`src/rtl/board_occupancy_scan_if.sv`:
```
// Handshake and result bus for the board occupancy scanner.
// master drives start and piece vectors; slave returns status and published maps.
interface board_occupancy_scan_if;
  localparam int unsigned NPIECE = 16;
  localparam int unsigned SQW    = 6;
  localparam int unsigned NSQ    = 64;
  localparam int unsigned CNTW   = 5;

  logic                    start;
  logic [NPIECE*SQW-1:0]   location_vectors_w;
  logic [NPIECE*SQW-1:0]   location_vectors_b;
  logic [NPIECE-1:0]       alive_vectors_w;
  logic [NPIECE-1:0]       alive_vectors_b;
  logic                    busy;
  logic                    done;
  logic [NSQ-1:0]          occupancy_w;
  logic [NSQ-1:0]          occupancy_b;
  logic [CNTW-1:0]         piece_count_w;
  logic [CNTW-1:0]         piece_count_b;
  logic                    collision;

  modport master (
    output start, location_vectors_w, location_vectors_b, alive_vectors_w, alive_vectors_b,
    input  busy, done, occupancy_w, occupancy_b, piece_count_w, piece_count_b, collision
  );

  modport slave (
    input  start, location_vectors_w, location_vectors_b, alive_vectors_w, alive_vectors_b,
    output busy, done, occupancy_w, occupancy_b, piece_count_w, piece_count_b, collision
  );
endinterface

```
`src/rtl/board_occupancy_scan.sv`:
```
// Serial 16-step scan building per-colour occupancy maps, piece counts and a collision flag
// from a snapshot of the piece vectors; results publish atomically at the end of the scan.
module board_occupancy_scan (
  input  logic                   clk,
  input  logic                   RST,
  board_occupancy_scan_if.slave  bus
);
  localparam int unsigned NPIECE = 16;
  localparam int unsigned SQW    = 6;
  localparam int unsigned NSQ    = 64;
  localparam int unsigned CNTW   = 5;
  localparam int unsigned KW     = 4;
  localparam int unsigned BASEW  = 7;

  typedef enum logic [1:0] {IDLE, SCAN, DONE} state_t;

  state_t                 state_q, state_d;
  logic                   load_c, merge_c, publish_c;

  logic [KW-1:0]          k_q;
  logic [NPIECE*SQW-1:0]  loc_w_q, loc_b_q;
  logic [NPIECE-1:0]      alive_w_q, alive_b_q;
  logic [NSQ-1:0]         work_w_q, work_b_q;
  logic [CNTW-1:0]        cnt_w_q, cnt_b_q;
  logic                   coll_q;

  logic [BASEW-1:0]       base_c;
  logic [SQW-1:0]         sq_w_c, sq_b_c;
  logic                   hit_w_c, hit_b_c, coll_c;
  logic [NSQ-1:0]         work_w_n_c, work_b_n_c;
  logic [CNTW-1:0]        cnt_w_n_c, cnt_b_n_c;
  logic                   coll_n_c;

  always_ff @(posedge clk or negedge RST) begin
    if (!RST) state_q <= IDLE;
    else      state_q <= state_d;
  end

  always_comb begin
    state_d   = state_q;
    load_c    = 1'b0;
    merge_c   = 1'b0;
    publish_c = 1'b0;
    case (state_q)
      IDLE: if (bus.start) begin
        load_c  = 1'b1;
        state_d = SCAN;
      end
      SCAN: begin
        merge_c = 1'b1;
        if (k_q == KW'(NPIECE - 1)) begin
          publish_c = 1'b1;
          state_d   = DONE;
        end
      end
      DONE:    state_d = IDLE;
      default: state_d = IDLE;
    endcase
  end

  // Merge of white piece k and black piece k against the working maps built so far.
  always_comb begin
    base_c     = BASEW'(k_q) * BASEW'(SQW);
    sq_w_c     = loc_w_q[base_c +: SQW];
    sq_b_c     = loc_b_q[base_c +: SQW];
    hit_w_c    = alive_w_q[k_q];
    hit_b_c    = alive_b_q[k_q];
    coll_c     = (hit_w_c && (work_w_q[sq_w_c] || work_b_q[sq_w_c]))
              || (hit_b_c && (work_w_q[sq_b_c] || work_b_q[sq_b_c]))
              || (hit_w_c && hit_b_c && (sq_w_c == sq_b_c));
    work_w_n_c = work_w_q | (hit_w_c ? (NSQ'(1) << sq_w_c) : '0);
    work_b_n_c = work_b_q | (hit_b_c ? (NSQ'(1) << sq_b_c) : '0);
    cnt_w_n_c  = cnt_w_q + CNTW'(hit_w_c);
    cnt_b_n_c  = cnt_b_q + CNTW'(hit_b_c);
    coll_n_c   = coll_q | coll_c;
  end

  always_ff @(posedge clk or negedge RST) begin
    if (!RST) begin
      k_q       <= '0;
      loc_w_q   <= '0;
      loc_b_q   <= '0;
      alive_w_q <= '0;
      alive_b_q <= '0;
      work_w_q  <= '0;
      work_b_q  <= '0;
      cnt_w_q   <= '0;
      cnt_b_q   <= '0;
      coll_q    <= 1'b0;
    end else if (load_c) begin
      k_q       <= '0;
      loc_w_q   <= bus.location_vectors_w;
      loc_b_q   <= bus.location_vectors_b;
      alive_w_q <= bus.alive_vectors_w;
      alive_b_q <= bus.alive_vectors_b;
      work_w_q  <= '0;
      work_b_q  <= '0;
      cnt_w_q   <= '0;
      cnt_b_q   <= '0;
      coll_q    <= 1'b0;
    end else if (merge_c) begin
      k_q       <= k_q + KW'(1);
      work_w_q  <= work_w_n_c;
      work_b_q  <= work_b_n_c;
      cnt_w_q   <= cnt_w_n_c;
      cnt_b_q   <= cnt_b_n_c;
      coll_q    <= coll_n_c;
    end
  end

  // Published results include the final merge and change only at the end of a scan.
  always_ff @(posedge clk or negedge RST) begin
    if (!RST) begin
      bus.occupancy_w   <= '0;
      bus.occupancy_b   <= '0;
      bus.piece_count_w <= '0;
      bus.piece_count_b <= '0;
      bus.collision     <= 1'b0;
    end else if (publish_c) begin
      bus.occupancy_w   <= work_w_n_c;
      bus.occupancy_b   <= work_b_n_c;
      bus.piece_count_w <= cnt_w_n_c;
      bus.piece_count_b <= cnt_b_n_c;
      bus.collision     <= coll_n_c;
    end
  end

  always_ff @(posedge clk or negedge RST) begin
    if (!RST) begin
      bus.busy <= 1'b0;
      bus.done <= 1'b0;
    end else begin
      bus.busy <= (state_d == SCAN);
      bus.done <= (state_d == DONE);
    end
  end
endmodule

```
`src/flat_wrapper.sv`:
```
// flat-port wrapper written by rule: the top's interface ports become plain ports
module board_occupancy_scan_flat 
  (clk, RST, bus_start, bus_location_vectors_w, bus_location_vectors_b, bus_alive_vectors_w, bus_alive_vectors_b, bus_busy, bus_done, bus_occupancy_w, bus_occupancy_b, bus_piece_count_w, bus_piece_count_b, bus_collision);
  board_occupancy_scan_if bus_i ();
  input  logic clk;
  input  logic RST;
  input wire logic [$bits(bus_i.start)-1:0] bus_start;
  input wire logic [$bits(bus_i.location_vectors_w)-1:0] bus_location_vectors_w;
  input wire logic [$bits(bus_i.location_vectors_b)-1:0] bus_location_vectors_b;
  input wire logic [$bits(bus_i.alive_vectors_w)-1:0] bus_alive_vectors_w;
  input wire logic [$bits(bus_i.alive_vectors_b)-1:0] bus_alive_vectors_b;
  output wire logic [$bits(bus_i.busy)-1:0] bus_busy;
  output wire logic [$bits(bus_i.done)-1:0] bus_done;
  output wire logic [$bits(bus_i.occupancy_w)-1:0] bus_occupancy_w;
  output wire logic [$bits(bus_i.occupancy_b)-1:0] bus_occupancy_b;
  output wire logic [$bits(bus_i.piece_count_w)-1:0] bus_piece_count_w;
  output wire logic [$bits(bus_i.piece_count_b)-1:0] bus_piece_count_b;
  output wire logic [$bits(bus_i.collision)-1:0] bus_collision;
  assign bus_i.start = bus_start;
  assign bus_i.location_vectors_w = bus_location_vectors_w;
  assign bus_i.location_vectors_b = bus_location_vectors_b;
  assign bus_i.alive_vectors_w = bus_alive_vectors_w;
  assign bus_i.alive_vectors_b = bus_alive_vectors_b;
  assign bus_busy = bus_i.busy;
  assign bus_done = bus_i.done;
  assign bus_occupancy_w = bus_i.occupancy_w;
  assign bus_occupancy_b = bus_i.occupancy_b;
  assign bus_piece_count_w = bus_i.piece_count_w;
  assign bus_piece_count_b = bus_i.piece_count_b;
  assign bus_collision = bus_i.collision;
  board_occupancy_scan u_core (.clk(clk), .RST(RST), .bus(bus_i));
endmodule
```
`config.mk`:
```
export PLATFORM = sky130hd
export DESIGN_NAME = board_occupancy_scan_flat
export DESIGN_NICKNAME = d
export VERILOG_FILES = /design/src/rtl/board_occupancy_scan_if.sv /design/src/rtl/board_occupancy_scan.sv /design/src/flat_wrapper.sv
export SDC_FILE = /design/constraint.sdc
export NUM_CORES = 1
export LEC_CHECK = 0
export CORE_MARGIN = 2
export CORE_UTILIZATION = 40
export CTS_CLUSTER_SIZE = 20
export DETAILED_ROUTE_END_ITERATION = 12
export PLACE_DENSITY = 0.67
export SETUP_SLACK_MARGIN = 0.5
export SYNTH_ARGS = -nofsm -noshare
export SYNTH_HDL_FRONTEND = slang
export SYNTH_SLANG_ARGS = --single-unit
export TNS_END_PERCENT = 20
```
`constraint.sdc`:
```
create_clock -name clk -period 4.5 [get_ports clk]
set_input_delay 0.9 -clock clk [delete_from_list [all_inputs] [get_ports clk]]
set_output_delay 0.9 -clock clk [all_outputs]
set_load 0.02 [all_outputs]
```
=== Yosys cells after proc, flatten, opt, wreduce, memory -nomap -nowiden ===
Index checks and enable logic that the tools add are counted.

* Flip-flop bits (word level): 510
* Input port bits: 227
* Output and inout port bits: 141

* Add/sub/neg operators: 3
* Multiply operators: 1
* $lt $le $gt $ge: 3
* Equality and inequality tests: 5
* Shift-type cells: 4
* Muxes and demuxes: 34
* Bitwise operators: 3
* Reduce and logical (&&, ||, !) cells: 10

{| class="wikitable"
|+ Operator list
! kind !! count
|-
| 64-bit two-way mux || 6
|-
| 96-bit by 8-bit indexed part select with 6-bit output || 2
|-
| 64-bit OR || 2
|-
| 1-bit by 6-bit << shifter with 64-bit output (first input constant) || 2
|-
| 1-bit binary-select mux with 6-bit select || 4
|-
| 5-bit two-way mux || 4
|-
| 6-bit by 7-bit less-than comparator with 1-bit output (second input constant) || 2
|-
| 1-bit two-way mux || 13
|-
| 5-bit by 1-bit adder with 5-bit output || 2
|-
| 1-bit binary-select mux with 4-bit select || 2
|-
| 4-bit two-way mux || 2
|-
| 6-bit equality test || 1
|-
| 4-bit by 2-bit multiplier with 6-bit output (second input constant) || 1
|-
| 4-bit by 5-bit less-than comparator with 1-bit output (second input constant) || 1
|-
| 4-bit by 1-bit adder with 4-bit output (second input constant) || 1
|-
| 2-bit by 1-bit equality test with 1-bit output (second input constant) || 2
|-
| 4-bit equality test (second input constant) || 1
|-
| 1-bit logical AND || 4
|-
| 1-bit logical OR || 4
|-
| 2-bit two-way mux || 2
|-
| 2-bit one-hot mux with 2 select lines || 1
|-
| 2-bit equality test (second input constant) || 1
|-
| 2-bit logical NOT || 1
|-
| 2-bit nonzero test || 1
|-
| 1-bit OR || 1
|}

=== Depth between registers and ports, before layout ===
Gate-level depths: netlist (run 1).

* Depth in word-level cells: 11
* Gate-level depth with buffers: 15
* Depth with buffers taken out: 9

=== Worst setup path after synthesis (run 1) ===
OpenSTA, ideal clock, no wires.

* Path kind: register -> register
* From: reg u_core.k_q[0]
* To: reg u_core.bus.collision
* Data arrival time: 3.070 ns
* Required time: 4.359 ns
* Slack: 1.288 ns
* Cell stages (with the launch flop): 11
* Buffers on the path: 3
* Cells stage by stage: dfrtp_1 > buf_6 > clkbuf_4 > mux4_2 > a221o_1 > buf_6 > a22o_1 > a32o_1 > or4_4 > nor4_4 > a31oi_1

* Cells in the longest elaborated chain, start to end: 9

{| class="wikitable"
|+ Ends and longest elaborated chain
! what !! RTL line !! source
|-
| start: declaration || board_occupancy_scan.sv:20 || <nowiki>logic [KW-1:0] k_q;</nowiki>
|-
| start signal: assignment || board_occupancy_scan.sv:102 || <nowiki>k_q <= k_q + KW'(1);</nowiki>
|-
| 4-bit by 2-bit multiplier with 6-bit output || board_occupancy_scan.sv:63 || <nowiki>base_c = BASEW'(k_q) * BASEW'(SQW);</nowiki>
|-
| 96-bit by 8-bit indexed part select with 6-bit output (on tied branches) || board_occupancy_scan.sv:64, board_occupancy_scan.sv:65 ||
|-
| 1-bit binary-select mux with 6-bit select (on tied branches) || board_occupancy_scan.sv:68, board_occupancy_scan.sv:69 ||
|-
| 1-bit two-way mux (on tied branches) || board_occupancy_scan.sv:68, board_occupancy_scan.sv:69 ||
|-
| 1-bit logical OR (on tied branches) || board_occupancy_scan.sv:68, board_occupancy_scan.sv:69 ||
|-
| 1-bit logical AND (on tied branches) || board_occupancy_scan.sv:68, board_occupancy_scan.sv:69 ||
|-
| 1-bit logical OR || board_occupancy_scan.sv:69 || <nowiki>|| (hit_b_c && (work_w_q[sq_b_c] || work_b_q[sq_b_c]))</nowiki>
|-
| 1-bit logical OR || board_occupancy_scan.sv:70 || <nowiki>|| (hit_w_c && hit_b_c && (sq_w_c == sq_b_c));</nowiki>
|-
| 1-bit OR || board_occupancy_scan.sv:75 || <nowiki>coll_n_c = coll_q | coll_c;</nowiki>
|-
| end signal: assignment || board_occupancy_scan.sv:124 || <nowiki>bus.collision <= coll_n_c;</nowiki>
|-
| end: declaration || board_occupancy_scan_if.sv:29 || <nowiki>output busy, done, occupancy_w, occupancy_b, piece_count_w, piece_count_b, collision</nowiki>
|}

Several ways; a longest one is shown, not always the timed one. The select of a mux whose other input is x is not followed.
A chain may end at the register's enable or synchronous reset.

=== Final worst setup path (run 1) ===
* From: reg u_core.k_q[2]
* To: reg u_core.bus.collision

The elaborated chain is that of the path after synthesis.

==> metrics.txt, run 1 <==
fin crit period 3.81 ns; max-slew violation count 0; Post-Route Setup TNS 0 ns; Startpoint Class register; Final WS setup 0.691 ns; DP Worst Slack 0.451 ns; drt drc 0; #FFs+latches synth 510; first-pass GRT wire length 120000 microns; Ys Warns 0; H-Tree Depth 2; core area 57400 sq um; CP required 4.96 ns; Final Setup Violations 0; number of global-route vias before repair 19557; Seq/Total Area, Yosys 0.553; hold buffer count at CTS 0; largest net degree at the start of global routing 184; CP cell instances buf_4, nor2_1, a22o_1, a221o_1, buf_4, o22ai_1, a32o_1, or4_4, nor4_4, a31oi_1; NetSw 0.0106 W; Post-synth EDFFs 0; P_int 0.0134 W; Simple-Gate Fraction of Synth Area 0.181; RSZ-0062 raised after global routing false; via count 19602; antenna violations before repair 0; Final Hold Fails 0; Post-Synth XOR/XNOR Area 0.00455; PD cells 808 nW/um^2; Comb pwr share 0.498; Critical-path top delay cell nor2_1; critical path's most frequent cell buf_4; worst skew pair latency 0.61 ns; Starting DRT DRC Count 1774; I/O pin cnt 368; detailed-route wire length 79800 microns; Die Y-Extent 244 microns; Reg clk slew, reported paths 0.07 ns; TritonCTS Buffers 52; hpwl dp 60100 microns; Crit. End Element register; Post-DRT Antenna Nets 0; Crit path max-delay family simple AND/OR/NAND/NOR gates; Setup CP Type reg -> reg; post-synthesis mux area share 0.0649; ys async rst share 1.00; synthesized area per cell 9.62 sq um; HP Class in -> async; buffers plus inverters on the worst setup path 2; syn nets 2631; Avg WL per Cell 22.4 microns; share of layout cells above drive strength 1 0.0940; fillers 5114; fin nets 2988; Slew @ Worst Pin 1.08 ns; site row count 88; Final Skew 0.0229 ns; sw frac 0.442; CTS tree done; worst-path fanout max 11; Die ar. 59600 sq um; Total GRT Usage 0.266; part of the power in registers 0.322; IO Port Bufs 367; Die Wd 244 microns; DR pass1 iterations 5; Initial Utilization 0.402; clk sinks 510; Crit path largest cell delay 0.70 ns; Lkg Pwr 13.8 nW; arrival time worst endpoint 4.27 ns; Max Freq 263 MHz; max-cap violations 0; Remaining Overflow, GRT 0; clock power share 0.180; Post-Synth Adder-Cell Area 0.00271; Placer Congestion 0.948; area grow syn2layout 28.6%; Synth Area in Compound Gates 0.162; main combinational cell family by area after synthesis simple AND/OR/NAND/NOR gates; Netlist Area Pre-Place 23100 sq um; Final Cycle Share 0.846; Cells after Synth 2399; Clock Tree Buf Depth 3; vias per inst 5.50; outcome complete, no violations; Clock Tree Root clkbuf_16; main flop type after synthesis dfrtp_1; Max-slew headroom 0.277; Yosys cell types 71; maximum VDD drop 0.356 mV
-- per-stage QoR --
stage	utilization	hold slack, ns	instances	total power [W]	cell area, sq um
3_5_place_dp	0.487	0.459	3466	0.0195	27900
5_1_grt	0.517	0.486	3562	0.0253	29700
4_1_cts	0.517	0.453	3561	0.0239	29600
2_1_floorplan	-	0.440	2399	0.0146	23100
6_report	0.517	0.421	3563	0.0240	29700
3_3_place_gp	0.487	0.453	3466	0.0193	27900
-- worst reg2reg max path, stage by stage, from the launching register on --
cell and delay [ns]:
dfrtp_1 0.40, buf_4 0.19, nor2_1 0.71, a22o_1 0.31
a221o_1 0.44, buf_4 0.26, o22ai_1 0.12, a32o_1 0.27
or4_4 0.56, nor4_4 0.28, a31oi_1 0.13
-- timing repair --
item / CTS / global route
setup buffers: 0 / 1
resized for setup: 2 / 7
setup endpoints to repair: 1 / 5
-- cells by family after synthesis --
family	Yosys count
compound gates	545
xor+xnor	12
fa+ha+maj	5
buf+inv	168
flops	510
mux	104
simple gates	1055
-- synth_stat cells (3+ instances only) --
library cell / count / area [sq um]
a221oi_1: 16 / 140
nand2_1: 866 / 3250
o311ai_0: 5 / 43.8
nand3_1: 18 / 90.1
o31ai_1: 5 / 37.5
xor2_1: 6 / 52.6
mux4_2: 36 / 811
a221oi_2: 9 / 135
o21ai_1: 17 / 85.1
a32oi_1: 3 / 26.3
ha_1: 5 / 62.6
xnor2_1: 6 / 52.6
o21ai_0: 127 / 636
nor3_1: 29 / 145
nor3b_1: 3 / 22.5
a22o_1: 142 / 1240
nor2_1: 93 / 349
dfrtp_1: 510 / 12800
clkbuf_1: 119 / 447
a211oi_1: 17 / 128
or3_1: 7 / 43.8
o2111ai_1: 3 / 26.3
a31oi_1: 7 / 43.8
buf_2: 16 / 80.1
a22oi_1: 17 / 128
o32ai_1: 7 / 61.3
nor2b_1: 6 / 37.5
inv_1: 7 / 26.3
a21oi_1: 134 / 671
mux2_2: 5 / 56.3
a21o_1: 5 / 37.5
a211o_1: 3 / 26.3
buf_1: 11 / 41.3
nand4_1: 3 / 18.8
and2_1: 7 / 43.8
mux2i_1: 63 / 631
buf_6: 5 / 56.3
or2_2: 6 / 37.5
buf_4: 8 / 60.1
nand2b_1: 3 / 18.8
o311ai_1: 4 / 35.0
-- layout by cell type, fill, tap and decap left out, types with 4 or more instances in the layout --
cell / instances
clkbuf_8: 7
o31ai_1: 5
nand3_1: 17
a22oi_1: 15
o32ai_1: 7
o21ai_1: 17
ha_1: 5
a211oi_1: 17
clkdlybuf4s50_1: 366
and2_1: 6
clkinv_2: 13
o21ai_0: 127
mux4_2: 36
buf_4: 84
clkbuf_1: 11
xor2_1: 6
mux2_2: 5
a221oi_2: 9
clkbuf_16: 52
or2_2: 6
a21o_1: 5
a221oi_1: 16
or3_1: 7
inv_1: 7
nor2b_1: 4
a31oi_1: 6
buf_12: 12
nor2_1: 92
xnor2_1: 6
bufinv_16: 4
mux2i_1: 62
a22o_1: 141
o311ai_0: 5
nor3_1: 28
o311ai_1: 4
nand2_1: 865
dfrtp_1: 508
a21oi_1: 134
-- state kept, by name (all words and copies together), names as in the netlist, 16 cells and up --
name / flops
u_core.loc_b_q: 96
u_core.loc_w_q: 96
u_core.bus.occupancy_b: 64
u_core.bus.occupancy_w: 64
u_core.work_b_q: 64
u_core.work_w_q: 64
u_core.alive_b_q: 16
u_core.alive_w_q: 16
-- final timing paths --
kind	start	end	slack, ns	depth (start not counted)
worst min register to register	u_core.loc_b_q[9]$_DFFE_PN0P_	u_core.loc_b_q[9]$_DFFE_PN0P_	0.47	2
max in group asynchronous	RST	u_core.loc_w_q[51]$_DFFE_PN0P_	3.09	2
worst max-delay path	u_core.k_q[2]$_DFFE_PN0P_	u_core.bus.collision$_DFFE_PN0P_	0.69	10
worst min-delay path	RST	u_core.work_w_q[26]$_DFFE_PN0P_	0.42	1
min in group clk	u_core.loc_b_q[9]$_DFFE_PN0P_	u_core.loc_b_q[9]$_DFFE_PN0P_	0.47	2
worst max register to register	u_core.k_q[2]$_DFFE_PN0P_	u_core.bus.collision$_DFFE_PN0P_	0.69	10
-- layout make-up --
class | instances | area, sq um | share of cell area
Sequential cell | 510 | 12800 | 0.430
Multi-Input combinational cell | 1721 | 9670 | 0.326
Timing Repair Buffer | 464 | 4560 | 0.154
Clock buffer | 70 | 1440 | 0.0485
Tap cell | 765 | 957 | 0.0322
Clock inverter | 25 | 259 | 0.00872
Inverter | 7 | 26.3 | 0.000885
Antenna cell | 1 | 2.50 | 0.0000843
-- layer usage --
metal	vias to the layer above	GRT usage	routed length [microns]
li1	8986	-	-
met2	790	0.433	37900
met4	0	0.106	3180
met3	133	0.0326	4860
met5	-	0	0
met1	9693	0.363	33800
-- power groups by stage --
stage / combinational (W) / clock, W / sequential [W]
finish: 0.0119 / 0.00431 / 0.00774
global route: 0.0128 / 0.00455 / 0.00790
detailed placement: 0.0117 / 0 / 0.00779
floorplan: 0.00699 / 0 / 0.00757
global placement: 0.0116 / 0 / 0.00773
CTS: 0.0118 / 0.00437 / 0.00773
Power figures use the tool's default switching activity.
==> run 2: changes to the inputs <==
--- a/config.mk
+++ b/config.mk
@@ -9,7 +9,7 @@
 export CORE_UTILIZATION = 40
 export CTS_CLUSTER_SIZE = 20
 export DETAILED_ROUTE_END_ITERATION = 12
-export PLACE_DENSITY = 0.67
+export PLACE_DENSITY = 0.7
 export SETUP_SLACK_MARGIN = 0.5
 export SYNTH_ARGS = -nofsm -noshare
 export SYNTH_HDL_FRONTEND = slang
==> constraint.sdc (replaced) <==
create_clock -name clk -period 3.1 [get_ports clk]
set_input_delay 0.62 -clock clk [delete_from_list [all_inputs] [get_ports clk]]
set_output_delay 0.62 -clock clk [all_outputs]
set_load 0.02 [all_outputs]
==> metrics.txt, run 2 (synthesis gave the netlist of run 1 again) <==
outcome finished, violations left; failing checks negative setup slack; Clock Tree Root clkbuf_16; Lkg Pwr 15.0 nW; Remaining Overflow, GRT 0; detailed-route wire length 84500 microns; Placer Congestion 0.982; maximum VDD drop 0.725 mV; WHS 0.474 ns; Max-slew headroom 0.487; largest net degree at the start of global routing 112; arrival time worst endpoint 3.91 ns; CP Launch Point u_core.k_q[1]$_DFFE_PN0P_; biggest regs u_core.loc_b_q: 96 flops, u_core.loc_w_q: 96 flops; drt drc 0; Crit. End Element register; worst skew pair latency 0.60 ns; Die Wd 244 microns; Total Power 0.0409 W; post-place instance area 29400 sq um; register-to-register setup slack -0.35 ns; fin nets 3177; TritonCTS Buffers 52; Cells after DPL 3617; HP Class reg -> reg; Starting DRT DRC Count 1971; worst hold start u_core.loc_b_q[89]$_DFFE_PN0P_; Post-DRT Antenna Nets 0; Setup CP Type reg -> reg; Die Y-Extent 244 microns; fillers 4911; Post-Layout Cell Count 3754; core area 57400 sq um; H-Tree Depth 2; fin area 32400 sq um; Reg clk slew, reported paths 0.06 ns; commonest cells after routing, fill and taps aside 851 x nand2_1, 508 x dfrtp_1, 366 x clkdlybuf4s50_1; Final Setup Violations 2; DR pass1 iterations 5; Avg WL per Cell 22.5 microns; clk sinks 510; antenna violations before repair 0; Max Freq 290 MHz; CTS tree done; Initial Utilization 0.402; Final Skew 0.0263 ns; worst-path fanout max 20; first-pass GRT wire length 126000 microns; Startpoint Class register; area grow syn2layout 40.4%; Final Cycle Share 1.11; site row count 88; Clock Tree Buf Depth 3; fin crit period 3.45 ns; max-cap violations 0; via count 20762; PD cells 1260 nW/um^2; Final Hold Fails 0; IO Port Bufs 367; Die ar. 59600 sq um; share of layout cells above drive strength 1 0.197; Post-Route Setup TNS -0.682 ns; hpwl dp 64000 microns; worst r2r src u_core.k_q[1]$_DFFE_PN0P_; Final WS setup -0.349 ns; Slew @ Worst Pin 0.770 ns; Total GRT Usage 0.279; I/O pin cnt 368; leading cell type in the layout, fill and taps excluded nand2_1; number of global-route vias before repair 20759; max-slew violation count 0; vias per inst 5.53; RSZ-0062 raised after global routing true; CP required 3.56 ns
-- run 2: cell count changes in the layout (fill, tap and decap cells not counted), sizes merged, moves of 2 or more --
cell,delta
bufinv,+3
clkinvlp,-2
clkinv,+4
clkbuf,-3
buf,+187
-- run 2: final cells by class --
| class | instances | area, sq um | area share |
|---|---|---|---|
| repair buffers | 652 | 6450 | 0.199 |
| inverters | 7 | 28.8 | 0.000888 |
| clock buffers | 67 | 1450 | 0.0448 |
| flip-flops and latches | 510 | 12800 | 0.394 |
| well taps | 765 | 957 | 0.0295 |
| clock inverters | 29 | 349 | 0.0108 |
| diodes | 2 | 5.00 | 0.000154 |
| multi-input cells | 1722 | 10400 | 0.321 |
-- run 2: path summary, 6_finish.rpt --
check,to,cells past startpoint
worst max-delay path,u_core.bus.collision$_DFFE_PN0P_,11
worst min-delay path,u_core.loc_b_q[89]$_DFFE_PN0P_,2
worst max register to register,u_core.bus.collision$_DFFE_PN0P_,11
worst min register to register,u_core.loc_b_q[89]$_DFFE_PN0P_,2
max in group asynchronous,u_core.loc_b_q[89]$_DFFE_PN0P_,3
min in group asynchronous,u_core.work_b_q[21]$_DFFE_PN0P_,2
-- run 2: timing repair --
| item | 4_1_cts | 5_1_grt |
|---|---|---|
| setup buffers | 10 | 27 |
| cloned | 0 | 1 |
| endpoints found under the setup margin | 277 | 277 |
| resized for setup | 94 | 118 |
| endpoints found under the hold margin | 14 | 0 |
| pin swaps | 34 | 23 |
| hold buffers | 1 | 0 |
-- run 2: through the flow --
step                utilization  setup WS [ns]
global route              0.565         -0.440
CTS                       0.553         -0.330
detailed placement        0.513         -0.504
finish                    0.565         -0.349
global placement          0.513         -0.476
floorplan                     -        -0.0395
-- run 2: per-layer routing --
layer	global-route usage	up-vias	wire length [microns]
li1	-	9390	-
met1	0.375	10309	35100
met2	0.462	892	40900
met3	0.0277	171	4700
met4	0.122	0	3840
met5	0	-	0
-- run 2: power breakdown --
group | total (W) | switching, W | internal, W
clock | 0.00656 | 0.00267 | 0.00390
sequential | 0.0114 | 0.00224 | 0.00911
combinational | 0.0230 | 0.0127 | 0.0104
-- run 2: critical path, cell delays in order, from the launching register on --
cell     delay [ns]
dfrtp_4        0.54
buf_4          0.19
mux2i_1        0.32
a22oi_2        0.15
a22o_1         0.26
buf_12         0.17
or3_1          0.33
a32oi_2        0.27
o32ai_1        0.11
or4_4          0.53
nor4_4         0.29
a31oi_1        0.13
==> run 3: changes to the inputs <==
--- a/config.mk
+++ b/config.mk
@@ -6,10 +6,10 @@
 export NUM_CORES = 1
 export LEC_CHECK = 0
 export CORE_MARGIN = 2
-export CORE_UTILIZATION = 40
+export CORE_UTILIZATION = 49
 export CTS_CLUSTER_SIZE = 20
 export DETAILED_ROUTE_END_ITERATION = 12
-export PLACE_DENSITY = 0.7
+export PLACE_DENSITY = 0.82
 export SETUP_SLACK_MARGIN = 0.5
 export SYNTH_ARGS = -nofsm -noshare
 export SYNTH_HDL_FRONTEND = slang
==> metrics.txt, run 3 (synthesis gave the netlist of run 1 again) <==
outcome finished, violations left; failing checks negative setup slack; arrival time worst endpoint 3.92 ns; Placer Congestion 0.955; commonest cells after routing, fill and taps aside 851 x nand2_1, 508 x dfrtp_1, 366 x clkdlybuf4s50_1; Final Cycle Share 1.12; area grow syn2layout 42.3%; fin nets 3178; GRT met2 Usage 0.570; Final WS setup -0.374 ns; buffers plus inverters on the worst setup path 5; Die ar. 48800 sq um; max-slew violation count 0; Final Setup Violations 6; Max Freq 288 MHz; fin crit period 3.47 ns; core area 46600 sq um; Clock Tree Buf Depth 3; Lkg Pwr 15.1 nW; number of global-route vias before repair 21495; detailed-route wire length 85600 microns; DP Worst Slack -0.549 ns; post-layout util 0.705; Crit path max-delay family simple AND/OR/NAND/NOR gates; CP cell instances buf_6, buf_12, buf_4, mux4_2, a221oi_4, buf_6, buf_4, nor3_4, nor3b_1, a32o_1, or4_4, nor4_4, a31oi_1; IO Port Bufs 367; Final Skew 0.0261 ns; Crit path largest cell delay 0.53 ns; Critical-path top delay cell dfrtp_4; TritonCTS Buffers 52; PD cells 1300 nW/um^2; I/O pin cnt 368; Reg clk slew, reported paths 0.06 ns; antenna violations before repair 0; vias per inst 5.95; met3 Resource Use GR 0.0470; DR pass1 iterations 5; CP required 3.54 ns; GR peak layer met2; leading cell type in the layout, fill and taps excluded nand2_1; Post-DRT Antenna Nets 0; Die Wd 221 microns; worst skew pair latency 0.61 ns; Starting DRT DRC Count 2123; register area 12800 sq um; multi-input logic area 11000 sq um; Post-Route Setup TNS -0.880 ns; Final Hold Fails 0; hpwl dp 61900 microns; Crit. End Element register; WHS 0.0673 ns; Total Power 0.0425 W; drt drc 0; Setup CP Type reg -> reg; RSZ-0062 raised after global routing true; GRT met1 Usage 0.442; biggest regs u_core.loc_b_q: 96 flops, u_core.loc_w_q: 96 flops; HP Class in -> async; Max-slew headroom 0.459; share of layout cells above drive strength 1 0.216; maximum VDD drop 0.695 mV; worst-path fanout max 7; H-Tree Depth 2; Startpoint Class register; Slew @ Worst Pin 0.811 ns; site row count 79; Die Y-Extent 221 microns; via count 21380; first-pass GRT wire length 129000 microns; CTS tree done; Total GRT Usage 0.343; Remaining Overflow, GRT 0; Avg WL per Cell 23.8 microns; Initial Utilization 0.496; Clock Tree Root clkbuf_16; clk sinks 510; max-cap violations 0; fillers 3319; largest net degree at the start of global routing 129
-- run 3: timing repair --
item / CTS / global route
setup buffers: 33 / 21
cloned: 3 / 1
resized for setup: 219 / 196
setup endpoints to repair: 278 / 279
pin swaps: 71 / 113
hold buffers: 0 / 0
-- run 3: metrics by stage --
step | area (sq um) | instances
detailed placement | 29000 | 3441
global route | 32800 | 3594
CTS | 31900 | 3572
floorplan | 23300 | 2399
global placement | 29000 | 3441
finish | 32800 | 3595
-- run 3: area by class of cell --
cell class,instances,area share
sequential,510,0.389
clock buffer,83,0.0493
multi-input combinational,1724,0.335
antenna,1,0.0000762
inverter,7,0.000876
clock inverter,12,0.00480
timing repair buffer,651,0.198
tap,607,0.0231
-- run 3: worst paths after layout --
kind / start / slack, ns / to / cells after the start
hold reg to reg: u_core.alive_w_q[15]$_DFFE_PN0P_ / 0.47 / u_core.alive_w_q[15]$_DFFE_PN0P_ / 2
min in group clk: u_core.alive_w_q[15]$_DFFE_PN0P_ / 0.47 / u_core.alive_w_q[15]$_DFFE_PN0P_ / 2
setup / recovery: u_core.k_q[0]$_DFFE_PN0P_ / -0.37 / u_core.bus.collision$_DFFE_PN0P_ / 13
max in group asynchronous: RST / 2.15 / u_core.loc_w_q[49]$_DFFE_PN0P_ / 2
setup reg to reg: u_core.k_q[0]$_DFFE_PN0P_ / -0.37 / u_core.bus.collision$_DFFE_PN0P_ / 13
hold / removal: RST / 0.07 / u_core.cnt_b_q[1]$_DFFE_PN0P_ / 1
-- run 3: report_power, final --
part | switching [W] | total, W | leakage (nW) | internal [W]
Combinational | 0.0136 | 0.0246 | 7.44 | 0.0110
Sequential | 0.00237 | 0.0115 | 6.76 | 0.00911
Clock | 0.00265 | 0.00647 | 0.865 | 0.00382
Total | 0.0186 | 0.0425 | 15.1 | 0.0239
-- run 3: routing by layer --
layer  routed length [microns]  up-vias
met5                         0        -
met4                      4940        0
met3                      6000      218
met2                     41400     1147
met1                     33200    10617
li1                          -     9398
-- run 3: worst reg2reg max path: cells and delay by family (launching register included) --
kind,cells,cell delay [ns]
simple gates,4,0.91
compound gates,3,0.71
buf+inv,5,0.70
flops,1,0.53
mux,1,0.46
